==> src/rtl/read_buffer.sv <==
// read_buffer: read-side cache-line buffer on the CCI interface.
// Serves 32-bit word hits from the last fetched line, issues one tagged
// line read at a time on a miss, and supports full-line direct reads.
module read_buffer #(
  parameter int ADDR_LMT    = 20,
  parameter int MDATA       = 14,
  parameter int CACHE_WIDTH = 512,
  parameter int DATA_WIDTH  = 32
) (
  input  logic                   clk,
  input  logic                   rst,
  output logic [ADDR_LMT-1:0]    rd_req_addr,
  output logic [MDATA-1:0]       rd_req_mdata,
  output logic                   rd_req_en,
  input  logic                   rd_req_almostfull,
  input  logic                   rd_rsp_valid,
  input  logic [MDATA-1:0]       rd_rsp_mdata,
  input  logic [CACHE_WIDTH-1:0] rd_rsp_data,
  input  logic                   start,
  input  logic                   rd_en,
  input  logic [ADDR_LMT+3:0]    rd_addr,
  input  logic                   rd_direct,
  input  logic                   rd_flush,
  output logic                   rd_ready,
  output logic                   rd_valid,
  output logic [CACHE_WIDTH-1:0] rd_data
);

  typedef enum logic [1:0] {
    S_IDLE  = 2'd0,
    S_READY = 2'd1,
    S_REQ   = 2'd2,
    S_WAIT  = 2'd3
  } state_t;

  state_t state, state_next;

  // Held line and its bookkeeping
  logic [CACHE_WIDTH-1:0] line_q;
  logic [ADDR_LMT-1:0]    line_tag;
  logic                   line_valid;
  logic                   flush_seen;

  // Pending miss context
  logic [ADDR_LMT-1:0]    miss_line;
  logic [3:0]             miss_off;
  logic                   miss_direct;

  // Request tagging
  logic [MDATA-1:0]       tag_cnt;
  logic [MDATA-1:0]       out_tag;

  logic [ADDR_LMT-1:0]    req_line;
  logic [3:0]             req_off;
  logic                   hit;
  logic                   take_miss;
  logic                   issue;
  logic                   rsp_hit;
  logic [DATA_WIDTH-1:0]  hit_word;
  logic [DATA_WIDTH-1:0]  rsp_word;

  assign req_line = rd_addr[ADDR_LMT+3:4];
  assign req_off  = rd_addr[3:0];
  assign hit_word = line_q[req_off*DATA_WIDTH +: DATA_WIDTH];
  assign rsp_word = rd_rsp_data[miss_off*DATA_WIDTH +: DATA_WIDTH];

  // Event decode; a flush in the same cycle as a read forces a miss
  always_comb begin
    hit       = 1'b0;
    take_miss = 1'b0;
    issue     = 1'b0;
    rsp_hit   = 1'b0;
    if (state == S_READY && rd_en) begin
      hit       = !rd_direct && !rd_flush && line_valid && (req_line == line_tag);
      take_miss = !hit;
    end
    if (state == S_REQ)
      issue = !rd_req_almostfull;
    if (state == S_WAIT)
      rsp_hit = rd_rsp_valid && (rd_rsp_mdata == out_tag);
  end

  // Next-state logic
  always_comb begin
    state_next = state;
    case (state)
      S_IDLE:  if (start)     state_next = S_READY;
      S_READY: if (take_miss) state_next = S_REQ;
      S_REQ:   if (issue)     state_next = S_WAIT;
      S_WAIT:  if (rsp_hit)   state_next = S_READY;
      default:                state_next = S_IDLE;
    endcase
  end

  // State register
  always_ff @(posedge clk) begin
    if (rst) state <= S_IDLE;
    else     state <= state_next;
  end

  // Registered outputs, line holder and miss tracking
  always_ff @(posedge clk) begin
    if (rst) begin
      rd_req_addr  <= '0;
      rd_req_mdata <= '0;
      rd_req_en    <= 1'b0;
      rd_ready     <= 1'b0;
      rd_valid     <= 1'b0;
      rd_data      <= '0;
      line_q       <= '0;
      line_tag     <= '0;
      line_valid   <= 1'b0;
      flush_seen   <= 1'b0;
      miss_line    <= '0;
      miss_off     <= '0;
      miss_direct  <= 1'b0;
      tag_cnt      <= '0;
      out_tag      <= '0;
    end else begin
      rd_valid  <= 1'b0;
      rd_req_en <= 1'b0;
      rd_ready  <= (state_next == S_READY);

      if (state == S_IDLE && start)
        line_valid <= 1'b0;

      if (hit) begin
        rd_valid <= 1'b1;
        rd_data  <= {{(CACHE_WIDTH-DATA_WIDTH){1'b0}}, hit_word};
      end

      if (take_miss) begin
        miss_line   <= req_line;
        miss_off    <= req_off;
        miss_direct <= rd_direct;
      end

      if (issue) begin
        rd_req_en    <= 1'b1;
        rd_req_addr  <= miss_line;
        rd_req_mdata <= tag_cnt;
        out_tag      <= tag_cnt;
        tag_cnt      <= tag_cnt + 1'b1;
        flush_seen   <= 1'b0;
      end

      if (state == S_WAIT && rd_flush)
        flush_seen <= 1'b1;

      if (rsp_hit) begin
        rd_valid <= 1'b1;
        if (miss_direct) begin
          rd_data <= rd_rsp_data;
        end else begin
          rd_data    <= {{(CACHE_WIDTH-DATA_WIDTH){1'b0}}, rsp_word};
          line_q     <= rd_rsp_data;
          line_tag   <= miss_line;
          line_valid <= !(flush_seen || rd_flush);
        end
      end

      // Flush overrides any fill or restart in the same cycle
      if (rd_flush)
        line_valid <= 1'b0;
    end
  end

endmodule

==> config.mk <==
export PLATFORM = sky130hd
export DESIGN_NAME = read_buffer
export DESIGN_NICKNAME = d
export VERILOG_FILES = /design/src/rtl/read_buffer.sv
export SDC_FILE = /design/constraint.sdc
export NUM_CORES = 2
export LEC_CHECK = 0
export BUFFER_PORTS_ARGS = -buffer_cell sky130_fd_sc_hd__buf_4
export CORE_AREA = 4 4 435 437
export DETAILED_ROUTE_END_ITERATION = 8
export DIE_AREA = 0 0 439 441
export SLEW_MARGIN = 30
export SYNTH_ARGS = -nofsm -noshare
export SYNTH_HDL_FRONTEND = slang
export SYNTH_SLANG_ARGS = --single-unit
==> constraint.sdc <==
create_clock -name clk -period 3.2 [get_ports clk]
set_clock_uncertainty 0.2 [all_clocks]
set_input_delay 0.48 -clock clk [delete_from_list [all_inputs] [get_ports clk]]
set_output_delay 0.48 -clock clk [all_outputs]
set_load 0.01 [all_outputs]
==> flow_metrics.tcl <==
set metrics [dict create \
    status "finished clean" \
    critPathSlowestCell "nor4_4" \
    grt_max_degree 137 \
    clock_latency_ns 0.79 \
    hp-class "primary input to flop" \
    core_region_area_sq_um 185000 \
    die_h_microns 441 \
    max_stage_delay_ns 0.57 \
    crit_chain "xnor2_1, nand4_1, nor4_4, nand3b_1, buf_12, buf_4, o21ai_0, nor3_1" \
    irDropWorstVdd_uv 358.2 \
    grt_usage_pct 25.47 \
    start_util_pct 24.78 \
    ys_warn_count 0 \
    cts.path.max_buffers 3 \
    fin_util_pct 36.84 \
    finalNonFillerCells 9137 \
    crit_fanout 54 \
    yosys.area.top_type_share_pct 49.06 \
    yosysTopAreaCell "dfxtp_1" \
    cp-end-kind "flop" \
    grt_antenna_before_repair 92 \
    drt_wl_total_mm 259.7 \
    path_clk_slew_ns 0.06 \
    ant_nets 0 \
    maxCapViolCount 0 \
    ys_seq_elements 1124 \
    p_per_area_nw_per_um2 498.6 \
    wire_per_inst_microns 28.42 \
    p_total_uw 33990 \
    synth_ff_type "dfxtp_1" \
    io_pins 1107 \
    relSlewSlack_pct 38.96 \
    cp_top_family "simple AND/OR/NAND/NOR gates" \
    die_w_microns 439 \
    required_ns 3.66 \
    setup_violations 0 \
    area.growth.synth_to_final_pct 48.66 \
    drcViolationCount 0 \
    cp-start-kind "flop" \
    cp_num_buf_inv 2 \
    synth_area_sq_um 45860 \
    ys_types 47 \
    dp.final_hpwl_mm 202.5 \
    synthCells 4899 \
    grt_pass1_wl_mm 350.4 \
    portBuffers 1106 \
    rsz0062_at_grt "no" \
    htreeDepth 4 \
    dieArea_sq_um 193600 \
    async_flop_share_pct 0 \
    postCtsSetupRepairBufs 0 \
    cts_root_buffer "clkbuf_16" \
    finalSetupTns_ns 0 \
    min_period_ns 3.193 \
    avgSynthCellArea_sq_um 9.361 \
    hold_viol_final 0 \
    clock.fmax_mhz 313.2 \
    yosysSeqAreaShare_pct 49.06 \
    leakage_uw 0.02668 \
    cts_sinks 1124 \
    drtPass1Iterations 5 \
    arrival_ns 3.65 \
    post-route-period-util_pct 99.78 \
    rows 158 \
    grt_pass1_vias 44750 \
    vias 46410 \
    drtIter0Drc 4264 \
    worst_slew_pin_slew_ns 0.9137 \
    cts_inserted_buffers 136 \
    synthesis.nets 5458 \
    avgViaCountPerCell 5.079 \
    drive_above_1_share_pct 27.66 \
    synth.top_cells.by_area "dfxtp_1, a22o_1, nand2_1" \
    synth-edff-count 0 \
    path_class "flop to flop" \
    slew_violations 0 \
    tritoncts "built" \
    hold_slack_ns 0.1045 \
    gp_congestion 0.9457 \
    final_nets 7051 \
    overflow 0 \
    place_inst 8295 \
]
registers in the layout, indices dropped and copies added (netlist names), 2 cells and up:
| name | cells |
|---|---|
| miss_line | 20 |
| rd_req_addr | 20 |
| tag_cnt | 14 |
| miss_off | 4 |
| line_q | 512 |
| out_tag | 14 |
| state | 2 |
| rd_data | 512 |
| line_tag | 20 |
what timing repair did:
action / 4_1_cts / 5_1_grt
resized for setup: 1 / 0
hold buffers: 539 / 0
hold endpoints to repair: 1052 / 0
setup endpoints to repair: 1 / 0
cell usage after synthesis (all sizes together), types with 33 or more instances:
cell    instances
nor2           61
mux2          164
inv            33
dfxtp        1124
o22ai          75
a221oi         57
o21ai          67
mux4           64
clkbuf        254
buf           182
nand2        1159
nor3           83
mux2i         245
a22o          512
a22oi          33
a21oi         595
worst register-to-register path, cell delays in order (launching register included):
cell	delay, ns
dfxtp_1	0.45
xnor2_1	0.19
nand4_1	0.26
nor4_4	0.57
nand3b_1	0.23
buf_12	0.26
buf_4	0.34
o21ai_0	0.44
nor3_1	0.12
worst paths after layout:
| check | start | end | slack [ns] | cells past startpoint |
|---|---|---|---|---|
| setup reg to reg | out_tag[0] | rd_data[1] | 0.007 | 8 |
| hold / removal | rd_addr[0] | miss_off[0] | 0.10 | 4 |
| setup / recovery | out_tag[0] | rd_data[1] | 0.007 | 8 |
| hold reg to reg | line_q[392] | line_q[392] | 0.25 | 2 |
where the power goes:
part	switching (uW)	internal (uW)
combinational	1970	1540
sequential	37.2	14000
clock	6650	9780
total	8660	25300
cell usage in the layout, fill, tap and decap left out, drive strengths merged, types with 75 or more instances in the layout:
cell type | netlist | final
buf | 182 | 1352
a22o | 512 | 512
a21oi | 595 | 595
mux2 | 164 | 164
dlygate4sd3 | 0 | 539
o22ai | 75 | 75
clkbuf | 254 | 184
nor3 | 83 | 83
nand2 | 1159 | 1159
mux2i | 245 | 245
dfxtp | 1124 | 1124
area by class of cell:
class / instances / area, sq um
clock buffer: 184 / 3908
tap: 2480 / 3103
inverter: 33 / 123.9
timing repair buffer: 1891 / 16280
clock inverter: 59 / 843.3
antenna: 60 / 150.1
multi-input combinational: 3306 / 21260
fill: 18450 / 116900
sequential: 1124 / 22510
kinds of logic after synthesis:
logic type,synth area share (%)
xor+xnor,0.8403
mux,12.52
simple gates,12.44
flops,49.06
buf+inv,4.733
fa+ha+maj,0.02728
compound gates,20.37
per-stage QoR:
step / cell area, sq um / worst slack [ns]
2_1_floorplan: 45860 / 0.6739
3_3_place_gp: 57840 / -0.1952
3_5_place_dp: 57870 / -0.1484
4_1_cts: 68030 / 0.02719
5_1_grt: 68080 / 0.01492
6_report: 68180 / 0.007067
per-layer routing:
metal	vias up	GRT usage (%)	wire (microns)	part of all wire [%]
li1	20760	-	-	-
met1	22890	31.12	103900	40
met2	2133	40.05	116300	45
met3	590	6.488	20310	7.8
met4	34	15.91	18990	7.3
met5	-	0	198	0.076
No activity file was read; power rests on OpenSTA's default activity.
